### config.mk
export PLATFORM = sky130hd
export DESIGN_NAME = proc_multiciclo_param
export DESIGN_NICKNAME = d
export VERILOG_FILES = /design/src/rtl/proc_multiciclo_param.sv
export SDC_FILE = /design/constraint.sdc
export NUM_CORES = 1
export LEC_CHECK = 0
export CORE_MARGIN = 2
export CORE_UTILIZATION = 55
export DETAILED_ROUTE_END_ITERATION = 8
export PLACE_DENSITY = 0.73
export SLEW_MARGIN = 10
export SYNTH_ARGS = -nofsm -noshare
export SYNTH_HDL_FRONTEND = slang
export SYNTH_SLANG_ARGS = --single-unit
### constraint.sdc
create_clock -name Clock -period 9.6 [get_ports Clock]
set_input_delay 1.92 -clock Clock [delete_from_list [all_inputs] [get_ports Clock]]
set_output_delay 1.92 -clock Clock [all_outputs]
set_load 0.01 [all_outputs]
### src/rtl/proc_multiciclo_param.sv
// Parametrised multicycle processor: fetches one instruction word on Run,
// then executes it over 1-3 control steps on a shared bus.
module proc_multiciclo_param #(
  parameter int N    = 16,
  parameter int NREG = 8
) (
  input  logic         Clock,
  input  logic         Reset,
  input  logic         Run,
  input  logic [N-1:0] DIN,
  output logic         Done,
  output logic         Err,
  output logic [N-1:0] BusWires
);
  localparam int RW = $clog2(NREG);
  localparam int SW = $clog2(N);

  localparam logic [1:0] T0 = 2'd0;
  localparam logic [1:0] T1 = 2'd1;
  localparam logic [1:0] T2 = 2'd2;
  localparam logic [1:0] T3 = 2'd3;

  logic [1:0]            step;
  logic [N-1:0]          ir, a, g, alu;
  logic [NREG-1:0][N-1:0] r;
  logic [3:0]            op;
  logic [RW-1:0]         x, y;
  logic                  rx_we, a_we, g_we;

  assign op = ir[N-1 -: 4];
  assign x  = ir[N-5 -: RW];
  assign y  = ir[N-5-RW -: RW];

  // Low IR bits below the Y field carry no meaning.
  if (N > 4 + 2*RW) begin : g_ir_tail
    logic unused_ir_tail;
    assign unused_ir_tail = ^ir[N-5-2*RW:0];
  end

  // ALU result sampled into G at the end of T2, when the bus carries Ry.
  always_comb begin
    alu = '0;
    case (op)
      4'd2:    alu = a + BusWires;
      4'd3:    alu = a - BusWires;
      4'd4:    alu = a & BusWires;
      4'd5:    alu = {{(N-1){1'b0}}, ($signed(a) < $signed(BusWires))};
      4'd6:    alu = a << BusWires[SW-1:0];
      default: alu = '0;
    endcase
  end

  always_comb begin
    BusWires = '0;
    Done     = 1'b0;
    Err      = 1'b0;
    rx_we    = 1'b0;
    a_we     = 1'b0;
    g_we     = 1'b0;
    case (step)
      T1: begin
        case (op)
          4'd0: begin BusWires = r[y]; rx_we = 1'b1; Done = 1'b1; end
          4'd1: begin BusWires = DIN;  rx_we = 1'b1; Done = 1'b1; end
          4'd2, 4'd3, 4'd4, 4'd5, 4'd6: begin
            BusWires = r[x];
            a_we     = 1'b1;
          end
          4'd7: begin BusWires = r[y]; rx_we = (g != '0); Done = 1'b1; end
          default: begin Done = 1'b1; Err = 1'b1; end
        endcase
      end
      T2: begin BusWires = r[y]; g_we = 1'b1; end
      T3: begin BusWires = g; rx_we = 1'b1; Done = 1'b1; end
      default: ;
    endcase
  end

  always_ff @(posedge Clock) begin
    if (Reset) begin
      step <= T0;
      ir   <= '0;
      a    <= '0;
      g    <= '0;
      r    <= '0;
    end else begin
      if (rx_we) r[x] <= BusWires;
      if (a_we)  a    <= BusWires;
      if (g_we)  g    <= alu;
      case (step)
        T0: if (Run) begin
          ir   <= DIN;
          step <= T1;
        end
        default: step <= Done ? T0 : step + 2'd1;
      endcase
    end
  end
endmodule

==> results.toml <==
[flow_run]
cap_violations = 0

[synthesis]
synth_area_leaders = "dfxtp_1 (31%), mux2i_1 (12%), nor2_1 (7.0%)"
yosys.area_share.xor_xnor_pct = 0.391
synth_area_um2 = 11200
synth_edf_count = 0
syn_nets = 1357
synth_compound_area_share_pct = 19.2
synth_seq_cells = 172
synth_top_cell_area_share_pct = 30.7
synth_async_sr_flop_share_pct = 0
synth_area_per_cell_um2 = 8.63
synth_flop_cell = "dfxtp_1"
synth_fa_ha_area_share_pct = 4.72
yosysWarnings = 0
synthMuxAreaShare_pct = 22.9
synthDistinctLibCells = 79
netlist_instances = 1297
synth.largest_area_cell = "dfxtp_1"
synth_top_family_by_area = "multiplexers"
yosysSeqAreaShare_pct = 30.7
yosys.area_share.simple_pct = 15.9

[placement]
post-place-ws_ps = 3500
gp_congestion = 0.972
io_buffers = 36
hpwl_um = 24500
dp.cells = 1530

[critical_path]
reg2reg_from = "step[1]$_SDFFE_PP0P_"
critPathMaxFanout = 13
worstPathRequired_ps = 7680
critPathCaptureType = "output port"
r2r-end = "g[15]$_SDFFE_PP0N_"
r2r_cells = 17
cp-startpoint = "step[1]$_SDFFE_PP0P_"
worstSetupPathType = "register to output port"
setup.worst_path.start_class = "register"
reg2reg_slack_ps = 3680
arrival_ps = 4520

[sta]
timing.final.crit_share_pct = 67.1
setup_viol = 0
fin_tns_setup_ps = 0
hold_viol_final = 0
rsz0062_at_grt = "no"
skew_ps = 9.12
drv_slew = 0
fmax_ghz = 0.155
slew_headroom_pct = 22.8
fin_crit_ps = 6440
worst_slack_ps = 3160
tightest_slew_ps = 1160

[die]
die_y_um = 147
io_pins = 37
die_area_um2 = 21500
fp.coreArea_um2 = 20100
initial_utilization_pct = 55.7
rows = 52
die_w_um = 147

[clocking]
clockBufferDepth = 2
cts_setup_buffers = 0
clkTransAtPathRegs_ps = 70
clockRootBuffer = "clkbuf_16"
htree_num_levels = 4
cts_tree = "yes"
cts_sinks = 172
clock_latency_ps = 440
cts_resized = 0
ctsHoldBuffers = 0
cts_buffers = 17

[finish]
utilization_pct = 60.9
drive_above_1_share_pct = 12.8
stdcell_count = 1562
nets = 1339
diodes = 0
syn_to_final_growth_pct = 9.40

[global_routing]
antenna_found_initial = 0
grt_max_degree = 101
grt_usage_pct = 33.1
overflow = 0
first_global_vias = 9755
grt_pass1_wl_um = 55700

[power]
pwr-share-comb_pct = 15.8
pwr-share-seq_pct = 42.2
peakVddDrop_mv = 0.141
p_int_uw = 1240
power.total_uw = 1760
p_leak_uw = 0.00453
p_sw_share_pct = 29.7
p_per_area_nw_per_um2 = 144
p_switching_uw = 522
power_frac_clock_pct = 42.0

[hold_path]
worstHoldPathType = "register to register"
worstHoldEndpoint = "g[2]$_SDFFE_PP0N_"
whs_path_depth = 2
min-delay-start = "g[2]$_SDFFE_PP0N_"

[drt]
vias = 10300
wirelength_um = 36000
avgRoutedWirePerCell_um = 23.0
routed_via_density = 6.60
ant_nets = 0
dr.pass1.iters = 7
drt_iter0_drc = 1303
route.detailed.drc = 0

[outcome]
outcome = "finished clean"
sequential cells by signal, summed over array words and instances, names as in the netlist:
| signal | cells |
|---|---|
| a | 16 |
| step | 2 |
| ir | 10 |
| r | 128 |
| g | 16 |
area by class of cell:
cell class	count	area (um^2)
well taps	270	338
multi-input cells	979	7090
fillers	1767	7850
repair buffers	69	606
flip-flops and latches	172	3450
clock inverters	14	181
clock buffers	18	439
inverters	40	150
routing by layer:
metal / share of wire, % / vias up / global-route usage [%]
met1: 41 / 4874 / 44.2
li1: - / 4672 / -
met2: 45 / 638 / 51.9
met5: 0 / - / 0
met3: 10 / 132 / 7.11
met4: 4.2 / 0 / 14.9
cell usage after synthesis, drive strengths merged, types with 24 or more instances:
master / count
nand2: 111
mux4: 34
a21oi: 105
o22ai: 24
inv: 40
ha: 39
mux2: 37
dfxtp: 172
clkbuf: 63
mux2i: 138
nor2: 209
o21ai: 34
buf: 43
power groups by stage:
stage               Clock, uW  Combinational [uW]  Sequential (uW)
floorplan                   0                 194              744
global placement            0                 265              758
detailed placement          0                 267              759
CTS                       743                 268              742
global route              774                 288              744
finish                    739                 278              743
per-stage QoR:
stage | instance area (um^2) | hold slack [ps]
floorplan | 11200 | 454
global placement | 11600 | 483
detailed placement | 11600 | 489
CTS | 12300 | 505
global route | 12300 | 524
finish | 12300 | 503
cells in the final DEF, fill, tap and decap left out, types with 5 or more instances in the layout:
cell	count
o21ai_0	28
a21o_1	10
ha_1	39
a22oi_1	6
a21oi_1	104
dfxtp_1	169
nand2b_1	19
mux2i_1	138
a31oi_1	9
a222oi_1	11
nor4_1	5
clkdlybuf4s50_1	35
mux2_2	33
o21a_1	5
nor2b_1	13
nand3_1	14
o21ai_1	6
nor2_1	205
buf_4	34
clkbuf_16	17
o31ai_1	5
o221ai_1	15
a221o_1	8
a311oi_1	5
inv_6	5
o22ai_1	24
a221oi_1	10
nand2_1	111
nor3_1	15
and2_1	6
a211oi_1	11
inv_1	36
o21bai_1	9
mux4_2	34
cell families (layout without fill, tap and decap cells):
family / Yosys count / after routing
AOI/OAI and AO/OA: 310 / 310
xor gates and xnor gates: 5 / 5
adders and majority gates: 41 / 41
buffers and inverters: 146 / 141
DFF: 172 / 172
muxes: 209 / 209
and+or+nand+nor: 414 / 414
critical path, stage by stage, from the launching register on:
cell	delay, ps
dfxtp_1	340
inv_1	100
ha_1	540
nand2b_1	230
or3_1	690
buf_4	320
a21oi_1	150
a222oi_1	100
a21oi_1	900
clkdlybuf4s50_1	710
worst max path at each step:
stage,to,slack [ps],cells past startpoint
2_1_floorplan,g[13]$_SDFFE_PP0N_,4660,14
3_3_place_gp,BusWires[7],3590,6
4_1_cts,BusWires[9],3250,9
6_report,BusWires[9],3160,9
3_5_place_dp,g[13]$_SDFFE_PP0N_,3500,15
5_1_grt,BusWires[9],3100,9
No activity file was read; power rests on OpenSTA's default activity.
